--- src/rtl/led_frame_rx.sv ---
// Serial LED-chain receiver: synchronizes cko/sdo, hunts for a 32-zero start frame,
// then decodes NUM_LED 32-bit words into brightness/colour strobes.
module led_frame_rx #(
    parameter int NUM_LED = 8,
    parameter int TIMEOUT = 1024
) (
    input  logic       clk_fast,
    input  logic       rst,
    input  logic       cko_i,
    input  logic       sdo_i,
    output logic       pix_valid,
    output logic [2:0] pix_idx,
    output logic [4:0] pix_bri,
    output logic [7:0] pix_b,
    output logic [7:0] pix_g,
    output logic [7:0] pix_r,
    output logic       frame_done,
    output logic       frame_err,
    output logic       busy
);

    localparam int IDW = $clog2(TIMEOUT + 1);

    typedef enum logic [1:0] {HUNT, WORD, TAIL} state_t;

    state_t          r_state;
    logic            r_cko_s1, r_cko_s2, r_cko_d;
    logic            r_sdo_s1, r_sdo_s2;
    logic [IDW-1:0]  r_idle;
    logic [5:0]      r_zeros;
    logic [4:0]      r_bitcnt;
    logic [30:0]     r_shift;
    logic [2:0]      r_led;

    logic            w_edge;
    logic            w_bit;
    logic            w_timeout;
    logic [31:0]     w_word;

    assign w_edge    = r_cko_s2 & ~r_cko_d;
    assign w_bit     = r_sdo_s2;
    assign w_timeout = (r_idle == IDW'(TIMEOUT));
    // Shift register keeps the 31 earlier bits; the word is completed by the current sample.
    assign w_word    = {r_shift, w_bit};
    assign busy      = (r_state != HUNT);

    always_ff @(posedge clk_fast or posedge rst) begin
        if (rst) begin
            r_cko_s1 <= 1'b0;
            r_cko_s2 <= 1'b0;
            r_cko_d  <= 1'b0;
            r_sdo_s1 <= 1'b0;
            r_sdo_s2 <= 1'b0;
        end else begin
            r_cko_s1 <= cko_i;
            r_cko_s2 <= r_cko_s1;
            r_cko_d  <= r_cko_s2;
            r_sdo_s1 <= sdo_i;
            r_sdo_s2 <= r_sdo_s1;
        end
    end

    always_ff @(posedge clk_fast or posedge rst) begin
        if (rst) begin
            r_idle <= '0;
        end else if (w_edge) begin
            r_idle <= '0;
        end else if (!w_timeout) begin
            r_idle <= r_idle + IDW'(1);
        end
    end

    // An edge always wins over a simultaneous timeout so the first bit after a long gap is kept.
    always_ff @(posedge clk_fast or posedge rst) begin
        if (rst) begin
            r_state    <= HUNT;
            r_zeros    <= '0;
            r_bitcnt   <= '0;
            r_shift    <= '0;
            r_led      <= '0;
            pix_valid  <= 1'b0;
            pix_idx    <= '0;
            pix_bri    <= '0;
            pix_b      <= '0;
            pix_g      <= '0;
            pix_r      <= '0;
            frame_done <= 1'b0;
            frame_err  <= 1'b0;
        end else begin
            pix_valid  <= 1'b0;
            frame_done <= 1'b0;
            frame_err  <= 1'b0;
            case (r_state)
                HUNT: begin
                    if (w_edge) begin
                        if (w_bit) begin
                            if (r_zeros == 6'd32) begin
                                r_state  <= WORD;
                                r_shift  <= 31'd1;
                                r_bitcnt <= 5'd1;
                                r_led    <= '0;
                            end
                            r_zeros <= '0;
                        end else if (r_zeros != 6'd32) begin
                            r_zeros <= r_zeros + 6'd1;
                        end
                    end else if (w_timeout) begin
                        r_zeros <= '0;
                    end
                end
                WORD: begin
                    if (w_edge) begin
                        r_shift  <= w_word[30:0];
                        r_bitcnt <= r_bitcnt + 5'd1;
                        if (r_bitcnt == 5'd31) begin
                            if (w_word[31:29] == 3'b111) begin
                                pix_valid <= 1'b1;
                                pix_idx   <= r_led;
                                pix_bri   <= w_word[28:24];
                                pix_b     <= w_word[23:16];
                                pix_g     <= w_word[15:8];
                                pix_r     <= w_word[7:0];
                                r_led     <= r_led + 3'd1;
                                if (r_led == 3'(NUM_LED - 1)) begin
                                    frame_done <= 1'b1;
                                    r_state    <= TAIL;
                                end
                            end else begin
                                frame_err <= 1'b1;
                                r_state   <= HUNT;
                                r_zeros   <= '0;
                            end
                        end
                    end else if (w_timeout) begin
                        frame_err <= 1'b1;
                        r_state   <= HUNT;
                        r_zeros   <= '0;
                    end
                end
                TAIL: begin
                    if (!w_edge && w_timeout) begin
                        r_state <= HUNT;
                        r_zeros <= '0;
                    end
                end
                default: r_state <= HUNT;
            endcase
        end
    end

endmodule
--- config.mk ---
export PLATFORM = sky130hd
export DESIGN_NAME = led_frame_rx
export DESIGN_NICKNAME = d
export VERILOG_FILES = /design/src/rtl/led_frame_rx.sv
export SDC_FILE = /design/constraint.sdc
export NUM_CORES = 1
export LEC_CHECK = 0
export CORE_MARGIN = 4
export CORE_UTILIZATION = 31
export CTS_CLUSTER_DIAMETER = 80
export CTS_CLUSTER_SIZE = 30
export DETAILED_ROUTE_END_ITERATION = 6
export PLACE_DENSITY = 0.56
export SYNTH_ARGS = -nofsm -noshare
export SYNTH_HDL_FRONTEND = slang
export SYNTH_SLANG_ARGS = --single-unit
--- constraint.sdc ---
create_clock -name clk_fast -period 4.4 [get_ports clk_fast]
set_input_delay 0.88 -clock clk_fast [delete_from_list [all_inputs] [get_ports clk_fast]]
set_output_delay 0.88 -clock clk_fast [all_outputs]
set_load 0.02 [all_outputs]
# Yosys cells after proc, flatten, opt, wreduce, memory -nomap -nowiden
# Cells that the tools add are included.
# word_totals
ff_bits	98
input_bits	4
out_inout_bits	36
elab_cells	109
# op_classes
n_addsub	4
n_eq_ne	21
mux	52
bitwise	2
reduce_logical	11
# ops
op	n
$mux 31	4
$pmux 31 s2	1
$mux 6	8
$mux 11	2
$mux 5	4
$mux 2	9
$mux 3	6
$pmux 6 s3	1
$ne 2x2->1 const B	8
$mux 1	14
$reduce_and 7->1	2
$add 11x1->11 const B	1
$eq 11x11->1 const B	1
$pmux 5 s2	1
$reduce_and 5->1	2
$ne 3x3->1 const B	3
$ne 4x4->1 const B	2
$add 6x1->6 const B	1
$eq 3x3->1 const B	2
$eq 6x6->1 const B	1
$ne 6x6->1 const B	1
$pmux 2 s3	1
$pmux 3 s2	1
$add 5x1->5 const B	1
12 further kinds	13

# Logic depth before layout (Yosys ltp)
# Gate-level depths: netlist of run 1.
# depth
ltp_word	6
mapped_depth	10
mapped_depth_nobuf	8

# Worst setup path after synthesis of run 1
# Ideal clock, no wire load.
# synth_timing
path_type	register to register
start	register r_bitcnt[0]
end	register r_zeros[2]
setup_time_ns	0.131
arrival_ns	1.861
slack_ns	2.408
stages_incl_launch_ff	10
path_buffers	1
period_less_slack_ns	1.992
path_cell_list	dfrtp_1 ha_1 and3_1 ha_1 inv_1 a31o_2 a211oi_4 and3_1 buf_6 a31oi_2
# synth_between
elab_chain_cells	3
# synth_rtl
item	line	text
from (decl)	31	logic [4:0] r_bitcnt;
from (signal assigned)	114	r_bitcnt <= r_bitcnt + 5'd1;
$eq 5x5->1	115	if (r_bitcnt == 5'd31) begin
$ne 3x3->1 (no line)	--	
$reduce_and 5->1 (no line)	--	
to (signal assigned)	105	r_zeros <= r_zeros + 6'd1;
to (decl)	30	logic [5:0] r_zeros;
# No other way between the ends.
# A chain may end at the register's enable or synchronous reset.

# Final worst setup path of run 1
# layout_timing
start	register r_state[0]
end	output busy
# layout_between
elab_chain_cells	1
# layout_rtl
item	line	text
from (decl)	26	state_t r_state;
from (signal assigned)	76	r_state <= HUNT;
from (signal assigned)	98	r_state <= WORD;
from (signal assigned)	126	r_state <= TAIL;
$reduce_bool 2->1	45	assign busy = (r_state != HUNT);
to (decl)	19	output logic busy
# No other way between the ends.

==> reports/metrics.yaml, run 1 <==
num_antenna_cells: 0
synth_area_leaders: "sky130_fd_sc_hd__dfrtp_1 57%, sky130_fd_sc_hd__mux2_2 8.3%, sky130_fd_sc_hd__nand2_1 6.6%"
cpLargestDelayFamily: "buffers and inverters"
cell_rows: 42
final_routed_wirelength_across_all_metal_layers_um: 8220
placedCellCount: 591
power.combinational.fraction: 0.055
sequentialPowerShare: 0.511
regToRegEndpoint: "r_zeros[5]"
clock_sink_count: 98
synth.area.mux_share: 0.0857
synth-edff-count: 0
buffer_ports.inserted: 39
synthesized_area_fraction_occupied_by_ao_oa_aoi_and_oai_cells: 0.0666
synth.distinct_cells: 46
place_hpwl_um: 5290
yosys_most_used_dff: "sky130_fd_sc_hd__dfrtp_1"
hold_path_startpoint: "r_sdo_s1"
antenna_found_initial: 0
die_width_um: 126
area_growth_pct: 20.0
netSwitchingPower_mw: 0.426
hold-path-cell-count: 0
holdBufCountCts: 0
h-tree-depth: 3
yosysTopAreaCell: "sky130_fd_sc_hd__dfrtp_1"
synth.avg_cell_area_um2: 11.1
syn_area_um2: 4320
static-leakage-power_nw: 2.54
crit-reg2reg-launch: "r_bitcnt[0]"
clock_latency_ns: 0.34
cp_common_cell: "sky130_fd_sc_hd__inv_1"
fmaxAchievable_ghz: 0.352
criticalPathCategory: "flip-flop to primary output"
adder_cell_share_of_the_synthesized_area: 0.0347
timing.hold.ws_ns: 0.353
first_global_vias: 2991
instances_no_fill: 607
clockPowerShare: 0.435
worst_ep_arrival_time_ns: 1.96
grt_usage: 0.109
setup.worst_path.end_class: "primary output"
fp.dieArea_um2: 15900
drt_drc_violations_left: 0
synth.yosys.seq_area_share: 0.567
nets: 442
drt-initial-drc-count: 184
synth_top_family_by_area: "simple AND/OR/NAND/NOR gates"
ys_seq_elements: 98
powerDensity_nw_per_um2: 361
period_needed_ns: 2.84
grt_setup_unrepaired: "false"
postRouteAntennaNets: 0
switching_part_of_the_total: 0.228
yosys-top-cells-count: "98 x sky130_fd_sc_hd__dfrtp_1, 76 x sky130_fd_sc_hd__nand2_1, 43 x sky130_fd_sc_hd__nand3_1"
vias: 2918
synthesis.yosys.warnings: 0
post_drt_via_cell_ratio: 4.81
globalplace.congestion: 0.771
timing.hold.worst_endpoint: "r_sdo_s2"
gate_count_of_the_mapped_netlist: 391
clk_pin_slew_worst_paths_ns: 0.07
cts_repair_resize_count: 0
internal-power_mw: 1.44
final_layout_size_suffix_gt1_frac: 0.153
timing.critical_path.buf_inv: 3
ios: 40
pin_count_of_the_biggest_net_entering_global_routing: 62
clockBufferDepth: 2
tritoncts: "yes"
synth_async_sr_flop_share: 1.00
relSlewSlack: 0.249
final-hold-violation-count: 0
critical_path.cell_chain: "inv_1, ha_1, inv_1, clkdlybuf4s50_1"
cts_setup_buffers: 0
startpoint_type: "flip-flop"
critical_path_peak_fanout: 6
ir_worst_vdd_v: 0.000199
synth_simple_gate_area_share: 0.194
design_area_um2: 5190
tritoncts.num_buffers: 9
timing.critical_path.required_ns: 3.52
reg2reg_depth: 8
regToRegSetupSlack_ns: 2.00
fillerInstances: 1348
synth_fp_nets: 407
clock_skew_after_layout_ns: 0.00836
share_of_the_synthesized_area_in_the_top_cell_type: 0.567
status: "complete, no violations"
power.total_mw: 1.87
clock_root_buffer: "sky130_fd_sc_hd__clkbuf_16"
core_area_um2: 13500
floorplan.initialDensity: 0.321
gr-total-overflow: 0
wl_per_cell_um: 13.5
yosys.cell_count.top_type: "sky130_fd_sc_hd__dfrtp_1"
grt_pass1_wl_um: 14600
die_height_um: 126
cpPeakStageDelay_ns: 0.64
holdCritPathClass: "flip-flop to flip-flop"
fin_crit_sh: 0.646
finish_stage_setup_viols: 0
tightest_slew_ns: 1.12
max_cap_violations: 0
synth_xor_area_frac: 0.0182
detailedRoute.firstPassIterationCount: 4
postPlaceCellArea_um2: 4870
final_max_slew_viol_count: 0
cp_slowest_cell: "sky130_fd_sc_hd__clkdlybuf4s50_1"
totalNegativeSetupSlack_ns: 0
-- flip-flops by register name, summed over array words and instances, names as in the netlist --
register    flops
r_cko_s2        1
pix_idx         3
r_cko_d         1
r_shift        31
pix_b           8
pix_bri         5
pix_r           8
r_state         2
r_led           3
frame_done      1
r_sdo_s1        1
r_bitcnt        5
pix_g           8
pix_valid       1
r_zeros         6
r_cko_s1        1
r_sdo_s2        1
frame_err       1
r_idle         11
-- worst max path at each step --
stage                    start          to  slack [ns]  cells past startpoint
floorplan                  rst  frame_done        0.96                      1
global placement       r_cko_d    pix_b[4]        1.99                      4
detailed placement  r_state[0]        busy        1.94                      4
CTS                 r_state[0]        busy        1.56                      4
global route        r_state[0]        busy        1.48                      4
finish              r_state[0]        busy        1.56                      4
-- worst register-to-register path: stages, from the launching register on --
cell and delay [ns]:
sky130_fd_sc_hd__dfrtp_1 0.39, sky130_fd_sc_hd__ha_1 0.20, sky130_fd_sc_hd__and3_1 0.17, sky130_fd_sc_hd__ha_1 0.26, sky130_fd_sc_hd__inv_1 0.08, sky130_fd_sc_hd__a31o_2 0.26, sky130_fd_sc_hd__a211oi_4 0.36, sky130_fd_sc_hd__and3_1 0.40
sky130_fd_sc_hd__a31oi_1 0.14
-- cell usage in the layout (no fill, tap or decap), drive strengths merged, types with 9 or more instances in the layout --
master         Yosys  final
nand3             43     43
nor2              13     13
clkbuf             9     11
and3              12     12
dfrtp             98     98
o21ai              9      9
ha                12     12
clkdlybuf4s50      0     39
mux2              32     32
nand2             77     77
inv               14     15
-- layout make-up --
cell class,instances,area (um^2),share of cell area
clock buffer,11,253,0.0487
clock inverter,5,60.1,0.0116
inverter,14,55.1,0.0106
timing repair buffer,43,420,0.0811
multi-input combinational,260,1730,0.333
tap,176,220,0.0425
sequential,98,2450,0.473
-- metrics by stage --
step	utilization	setup WS, ns
3_5_place_dp	0.362	1.94
6_report	0.386	1.56
3_3_place_gp	0.362	1.99
2_1_floorplan	-	0.958
5_1_grt	0.386	1.48
4_1_cts	0.386	1.56
-- cells by family after synthesis --
kind of cell	Yosys count
multiplexers	33
adder cells (fa/ha/maj)	12
buffers and inverters	33
flip-flops	98
AO/OA/AOI/OAI	36
AND/OR/NAND/NOR	170
XOR/XNOR	9
-- power groups by stage --
stage / Sequential, mW / Combinational, mW / Clock (mW)
after floorplan: 0.965 / 0.0850 / 0
after global placement: 0.970 / 0.104 / 0
after detailed placement: 0.972 / 0.105 / 0
after CTS: 0.954 / 0.106 / 0.837
after global routing: 0.959 / 0.119 / 0.875
final: 0.955 / 0.102 / 0.813
-- per-layer routing --
layer	GRT usage	part of all wire	vias up
met5	0	0	-
met4	0.0297	0.012	0
met3	0.0305	0.031	7
met2	0.174	0.48	51
met1	0.146	0.48	1466
li1	-	-	1394
Note: power is estimated with default switching activity, not from simulation.
==> run 2, diff against run 1 <==
--- a/config.mk
+++ b/config.mk
@@ -10,7 +10,7 @@
 export CTS_CLUSTER_DIAMETER = 80
 export CTS_CLUSTER_SIZE = 30
 export DETAILED_ROUTE_END_ITERATION = 6
-export PLACE_DENSITY = 0.56
+export PLACE_DENSITY = 0.58
 export SYNTH_ARGS = -nofsm -noshare
 export SYNTH_HDL_FRONTEND = slang
 export SYNTH_SLANG_ARGS = --single-unit
==> constraint.sdc (replaced) <==
create_clock -name clk_fast -period 2.4 [get_ports clk_fast]
set_input_delay 0.48 -clock clk_fast [delete_from_list [all_inputs] [get_ports clk_fast]]
set_output_delay 0.48 -clock clk_fast [all_outputs]
set_load 0.02 [all_outputs]
==> run 2 against run 1 <==
Effect of this change:
- sequential power increased by 83%
- global-route usage up 0.12 points
- clock power grew 78%
- worst setup slack worse by 1.4 ns
- utilization grew 0.37 points
- critical path depth rose by 4
- highest routed layer unchanged
==> reports/metrics.yaml, run 2 (same netlist as run 1, synthesis figures left out) <==
status: "complete, no violations"  # unchanged
die_height_um: 126  # unchanged
relSlewSlack: 0.587  # was 0.249
first_global_vias: 3044  # was 2,991
layout_top_registers: "r_shift: 31 flops, r_idle: 11 flops"  # unchanged
crit-reg2reg-launch: "r_bitcnt[0]"  # unchanged
tightest_slew_ns: 0.617  # was 1.12 ns
vias: 2904  # was 2,918
ir_worst_vdd_v: 0.000394  # was 0.000199 V
postRouteAntennaNets: 0  # unchanged
post_drt_via_cell_ratio: 4.75  # was 4.81
wl_per_cell_um: 13.5  # about the same
timing.hold.ws_ns: 0.347  # was 0.353 ns
num_antenna_cells: 0  # unchanged
area_growth_pct: 21.1  # was 20.0%
gr-total-overflow: 0  # unchanged
powerDensity_nw_per_um2: 647  # was 361 nW/um^2
final_routed_wirelength_across_all_metal_layers_um: 8240  # was 8220 um
grt_pass1_wl_um: 14700  # was 14,600 um
h-tree-depth: 3  # unchanged
fin_crit_sh: 0.918
final_max_slew_viol_count: 0  # unchanged
startpoint_type: "flip-flop"  # unchanged
worst_ep_arrival_time_ns: 2.41  # was 1.96 ns
regToRegEndpoint: "r_zeros[5]"  # unchanged
tritoncts: "yes"  # unchanged
hold-path-cell-count: 0  # unchanged
cpLargestDelayFamily: "compound AO/OA/AOI/OAI gates"  # was buffers and inverters
critical_path_peak_fanout: 6  # unchanged
criticalPathCategory: "flip-flop to flip-flop"  # was flip-flop to primary output
mostFrequentLayoutCell: "sky130_fd_sc_hd__dfrtp_1"  # unchanged
power.combinational.fraction: 0.055  # about the same
ff_latch_area_um2: 2450  # unchanged
setup.worst_path.end_class: "flip-flop"  # was primary output
regToRegSetupSlack_ns: 0.20  # was 2.00 ns
clockPowerShare: 0.429  # was 0.435
final_layout_size_suffix_gt1_frac: 0.161  # was 0.153
hold_path_startpoint: "r_cko_s1"  # was r_sdo_s1
totalNegativeSetupSlack_ns: 0  # unchanged
cell_rows: 42  # unchanged
clock_latency_ns: 0.34  # about the same
cts_setup_buffers: 0  # unchanged
postPlaceCellArea_um2: 4940  # was 4870 um^2
die_width_um: 126  # unchanged
antenna_found_initial: 0  # unchanged
holdCritPathClass: "flip-flop to flip-flop"  # unchanged
buffer_ports.inserted: 39  # unchanged
fmaxAchievable_ghz: 0.454
pin_count_of_the_biggest_net_entering_global_routing: 99  # was 62
clock_sink_count: 98  # unchanged
ios: 40  # unchanged
fp.dieArea_um2: 15900  # unchanged
max_cap_violations: 0  # unchanged
instances_no_fill: 611  # was 607
nets: 447  # was 442
multi_input_comb_area_um2: 1730  # unchanged
clock_root_buffer: "sky130_fd_sc_hd__clkbuf_16"  # unchanged
timing.hold.worst_endpoint: "r_cko_s2"  # was r_sdo_s2
finish_stage_setup_viols: 0  # unchanged
final_util: 0.389  # was 0.386
sequentialPowerShare: 0.516  # was 0.511
drt_drc_violations_left: 0  # unchanged
final_cell_mix: "98 x sky130_fd_sc_hd__dfrtp_1, 76 x sky130_fd_sc_hd__nand2_1, 43 x sky130_fd_sc_hd__nand3_1"  # unchanged
cpPeakStageDelay_ns: 0.40  # was 0.64 ns
cp_slowest_cell: "sky130_fd_sc_hd__dfrtp_1"  # was sky130_fd_sc_hd__clkdlybuf4s50_1
place_hpwl_um: 5310  # was 5290 um
tritoncts.num_buffers: 9  # unchanged
internal-power_mw: 2.62  # was 1.44 mW
reg2reg_depth: 8  # unchanged
layout_setup_ws_ns: 0.196  # was 1.56 ns
fillerInstances: 1368  # was 1,348
drt-initial-drc-count: 183  # was 184
netSwitchingPower_mw: 0.771  # was 0.426 mW
largest_register_by_flop_count: "r_shift"  # unchanged
core_area_um2: 13500  # unchanged
grt_setup_unrepaired: "false"  # unchanged
critical_path.cell_chain: "ha_1, and3_1, ha_1, inv_1, a31o_2, a211oi_4, and3_1, a31oi_1"  # was inv_1, ha_1, inv_1, clkdlybuf4s50_1
period_needed_ns: 2.20
placedCellCount: 596  # was 591
globalplace.congestion: 0.759  # was 0.771
switching_part_of_the_total: 0.228  # about the same
timing.critical_path.required_ns: 2.61  # was 3.52 ns
static-leakage-power_nw: 2.57  # was 2.54 nW
power.total_mw: 3.39  # was 1.87 mW
clk_pin_slew_worst_paths_ns: 0.07  # about the same
preCtsSetupSlack_ns: 0.235  # was 1.94 ns
grt_usage: 0.110  # was 0.109
clock_skew_after_layout_ns: 0.00553  # was 0.00836 ns
detailedRoute.firstPassIterationCount: 4  # unchanged
final-hold-violation-count: 0  # unchanged
floorplan.initialDensity: 0.321  # unchanged
design_area_um2: 5240  # was 5190 um^2
clockBufferDepth: 2  # unchanged
timing.critical_path.buf_inv: 1  # was 3
largest_register_ff_count: 31  # unchanged
run 2: power groups by stage:
| stage | Sequential, mW | Combinational, mW | Clock [mW] |
|---|---|---|---|
| 2_1_floorplan | 1.77 | 0.156 | 0 |
| 3_3_place_gp | 1.78 | 0.191 | 0 |
| 3_5_place_dp | 1.78 | 0.194 | 0 |
| 4_1_cts | 1.75 | 0.195 | 1.50 |
| 5_1_grt | 1.76 | 0.220 | 1.57 |
| 6_report | 1.75 | 0.187 | 1.45 |
run 2: routing by layer:
layer / wire (um) / global-route usage / up-vias
li1: - / - / 1409
met1: 3900 / 0.143 / 1443
met2: 3980 / 0.178 / 43
met3: 265 / 0.0322 / 9
met4: 94 / 0.0353 / 0
met5: 0 / 0 / -
run 2: cell type report:
class / count / area share
inverter: 14 / 0.0108
multi-input combinational: 260 / 0.330
sequential: 98 / 0.468
timing repair buffer: 48 / 0.0920
clock buffer: 10 / 0.0456
tap: 176 / 0.0421
clock inverter: 5 / 0.0117
run 2: worst register-to-register path: stages, from the launching register on:
cell and delay [ns]:
sky130_fd_sc_hd__dfrtp_1 0.40, sky130_fd_sc_hd__ha_1 0.21, sky130_fd_sc_hd__and3_1 0.17, sky130_fd_sc_hd__ha_1 0.26, sky130_fd_sc_hd__inv_1 0.07, sky130_fd_sc_hd__a31o_2 0.26
sky130_fd_sc_hd__a211oi_4 0.21, sky130_fd_sc_hd__and3_1 0.36, sky130_fd_sc_hd__a31oi_1 0.14
run 2: worst max-delay path by stage:
stage           startpoint          to  slack (ns)  depth (start not counted)
4_1_cts        r_bitcnt[0]  r_zeros[5]        0.19                          8
3_3_place_gp   r_bitcnt[0]  r_zeros[5]        0.34                          8
3_5_place_dp   r_bitcnt[0]  r_zeros[3]        0.23                          8
5_1_grt        r_bitcnt[0]  r_zeros[5]        0.05                          8
6_report       r_bitcnt[0]  r_zeros[5]        0.20                          8
2_1_floorplan  r_bitcnt[0]  r_zeros[2]        0.41                          9
run 2: what timing repair did:
action / CTS / global route
gates resized for setup: 1 / 0
endpoints found under the setup margin: 1 / 0
hold buffers: 0 / 0
==> run 3, diff against run 2 <==
--- a/config.mk
+++ b/config.mk
@@ -5,12 +5,14 @@
 export SDC_FILE = /design/constraint.sdc
 export NUM_CORES = 1
 export LEC_CHECK = 0
+export CELL_PAD_IN_SITES_DETAIL_PLACEMENT = 0
+export CELL_PAD_IN_SITES_GLOBAL_PLACEMENT = 1
 export CORE_MARGIN = 4
 export CORE_UTILIZATION = 31
 export CTS_CLUSTER_DIAMETER = 80
 export CTS_CLUSTER_SIZE = 30
 export DETAILED_ROUTE_END_ITERATION = 6
-export PLACE_DENSITY = 0.58
+export PLACE_DENSITY = 0.68
 export SYNTH_ARGS = -nofsm -noshare
 export SYNTH_HDL_FRONTEND = slang
 export SYNTH_SLANG_ARGS = --single-unit
==> run 3 against run 2 <==
Effect of this change:
- clock power hardly changed
- clock-buffer cell count is 1 higher
- routed wire length rose by 3.4%
- design area up 0.43%
- critical path depth decreased by 4
- global-route usage up 0.38 points
- combinational power rose by 4%
- worst setup slack better by 0.060 ns
- utilization increased by 0.17 points
- register-to-register slack better by 0.06 ns
- via count shrank 0.10%
- sequential power is essentially flat
- critical path type is now flip-flop to primary output
- largest cell class unchanged
- largest power group unchanged
==> reports/metrics.yaml, run 3 (same netlist as run 1, synthesis figures left out) <==
clock_root_buffer: "sky130_fd_sc_hd__clkbuf_16"  # unchanged
tritoncts.num_buffers: 9  # unchanged
drt-initial-drc-count: 188  # was 183
fmaxAchievable_ghz: 0.466  # was 0.454 GHz
h-tree-depth: 3  # unchanged
gr-total-overflow: 0  # unchanged
grt_pass1_wl_um: 14900  # was 14,700 um
final-hold-violation-count: 0  # unchanged
final_max_slew_viol_count: 0  # unchanged
clockPowerShare: 0.423  # was 0.429
core_area_um2: 13500  # unchanged
postPlaceCellArea_um2: 4960  # was 4940 um^2
area_growth_pct: 21.6  # was 21.1%
vias: 2901  # was 2,904
wl_per_cell_um: 13.9  # was 13.5 um
detailedRoute.firstPassIterationCount: 4  # unchanged
floorplan.initialDensity: 0.321  # unchanged
placedCellCount: 598  # was 596
startpoint_type: "flip-flop"  # unchanged
relSlewSlack: 0.622  # was 0.587
holdBufCountCts: 0  # unchanged
first_global_vias: 3061  # was 3,044
critical_path_peak_fanout: 6  # unchanged
totalNegativeSetupSlack_ns: 0  # unchanged
netSwitchingPower_mw: 0.777  # was 0.771 mW
clk_pin_slew_worst_paths_ns: 0.06  # was 0.07 ns
static-leakage-power_nw: 2.57  # about the same
max_cap_violations: 0  # unchanged
grt_setup_unrepaired: "false"  # unchanged
powerDensity_nw_per_um2: 642  # was 647 nW/um^2
final_util: 0.391  # was 0.389
post_drt_via_cell_ratio: 4.72  # was 4.75
criticalPathCategory: "flip-flop to primary output"  # was flip-flop to flip-flop
clock_sink_count: 98  # unchanged
internal-power_mw: 2.60  # was 2.62 mW
tightest_slew_ns: 0.564  # was 0.617 ns
power.total_mw: 3.38  # was 3.39 mW
finish_stage_setup_viols: 0  # unchanged
tritoncts: "yes"  # unchanged
nets: 449  # was 447
clockBufferDepth: 2  # unchanged
pin_count_of_the_biggest_net_entering_global_routing: 48  # was 99
worst_ep_arrival_time_ns: 1.66  # was 2.41 ns
die_height_um: 126  # unchanged
instances_no_fill: 614  # was 611
ios: 40  # unchanged
clock_skew_after_layout_ns: 0.00777  # was 0.00553 ns
final_layout_size_suffix_gt1_frac: 0.162  # was 0.161
grt_usage: 0.114  # was 0.110
drt_drc_violations_left: 0  # unchanged
status: "complete, no violations"  # unchanged
buffer_ports.inserted: 39  # unchanged
setup.worst_path.end_class: "primary output"  # was flip-flop
antenna_found_initial: 0  # unchanged
period_needed_ns: 2.14  # was 2.20 ns
num_antenna_cells: 0  # unchanged
ir_worst_vdd_v: 0.000422  # was 0.000394 V
largest_register_ff_count: 31  # unchanged
sequentialPowerShare: 0.519  # was 0.516
final_routed_wirelength_across_all_metal_layers_um: 8520  # was 8240 um
die_width_um: 126  # unchanged
mostFrequentLayoutCell: "sky130_fd_sc_hd__dfrtp_1"  # unchanged
place_hpwl_um: 5570  # was 5310 um
final_cell_mix: "98 x sky130_fd_sc_hd__dfrtp_1, 76 x sky130_fd_sc_hd__nand2_1, 43 x sky130_fd_sc_hd__nand3_1"  # unchanged
postRouteAntennaNets: 0  # unchanged
fp.dieArea_um2: 15900  # unchanged
largest_register_by_flop_count: "r_shift"  # unchanged
layout_top_registers: "r_shift: 31 flops, r_idle: 11 flops"  # unchanged
cell_rows: 42  # unchanged
power.combinational.fraction: 0.058  # was 0.055
clock_latency_ns: 0.34  # about the same
timing.critical_path.required_ns: 1.92  # was 2.61 ns
holdCritPathClass: "flip-flop to flip-flop"  # unchanged
switching_part_of_the_total: 0.230  # was 0.228
fin_crit_sh: 0.893  # was 0.918
design_area_um2: 5260  # was 5240 um^2
globalplace.congestion: 0.747  # was 0.759
==> run 3: changes by cell type in the layout (fill, tap and decap cells not counted), sizes merged <==
cell	previous run	this run
inv	15	14
clkbuf	10	11
clkinvlp	1	3
buf	9	11
clkinv	2	1
==> run 3: power by group through the flow <==
stage | sequential [mW] | combinational, mW | clock (mW)
after detailed placement | 1.78 | 0.200 | 0
final | 1.75 | 0.194 | 1.43
after global routing | 1.76 | 0.229 | 1.56
after floorplan | 1.77 | 0.156 | 0
after global placement | 1.78 | 0.196 | 0
after CTS | 1.75 | 0.201 | 1.49
==> run 3: cell type report <==
type                       instances  area [um^2]
fill                            1356         8190
sequential                        98         2450
multi-input combinational        260         1730
timing repair buffer              50          509
clock buffer                      11          233
tap                              176          220
clock inverter                     5         62.6
inverter                          14         56.3
==> run 3: metal layers <==
metal | part of all wire | GRT usage
met5 | 0 | 0
met4 | 0.0095 | 0.0303
met3 | 0.034 | 0.0373
met2 | 0.47 | 0.180
met1 | 0.49 | 0.152
==> run 3: worst paths after layout <==
path | cells after the start | to | from | slack, ns
max | 4 | busy | r_state[1] | 0.26
min | 0 | r_sdo_s2 | r_sdo_s1 | 0.36
max reg2reg | 8 | r_zeros[3] | r_bitcnt[0] | 0.26
min reg2reg | 0 | r_sdo_s2 | r_sdo_s1 | 0.36
max in group asynchronous | 3 | pix_b[7] | rst | 1.30
min in group asynchronous | 2 | r_idle[10] | rst | 0.52
==> run 3: timing repair <==
action	CTS	global route
setup endpoints to repair	1	0
setup buffers	0	0
resized for setup	1	0
==> run 3: critical path, stage by stage, from the launching register on <==
cell and delay, ns:
sky130_fd_sc_hd__dfrtp_1 0.40, sky130_fd_sc_hd__inv_1 0.10, sky130_fd_sc_hd__ha_1 0.33, sky130_fd_sc_hd__inv_1 0.13, sky130_fd_sc_hd__dlygate4sd2_1 0.35
==> run 3: stage by stage <==
stage / setup WS, ns / hold WS, ns
after global placement: 0.336 / 0.338
after floorplan: 0.408 / 0.331
after CTS: 0.219 / 0.363
after global routing: 0.130 / 0.375
after detailed placement: 0.267 / 0.347
final: 0.256 / 0.358
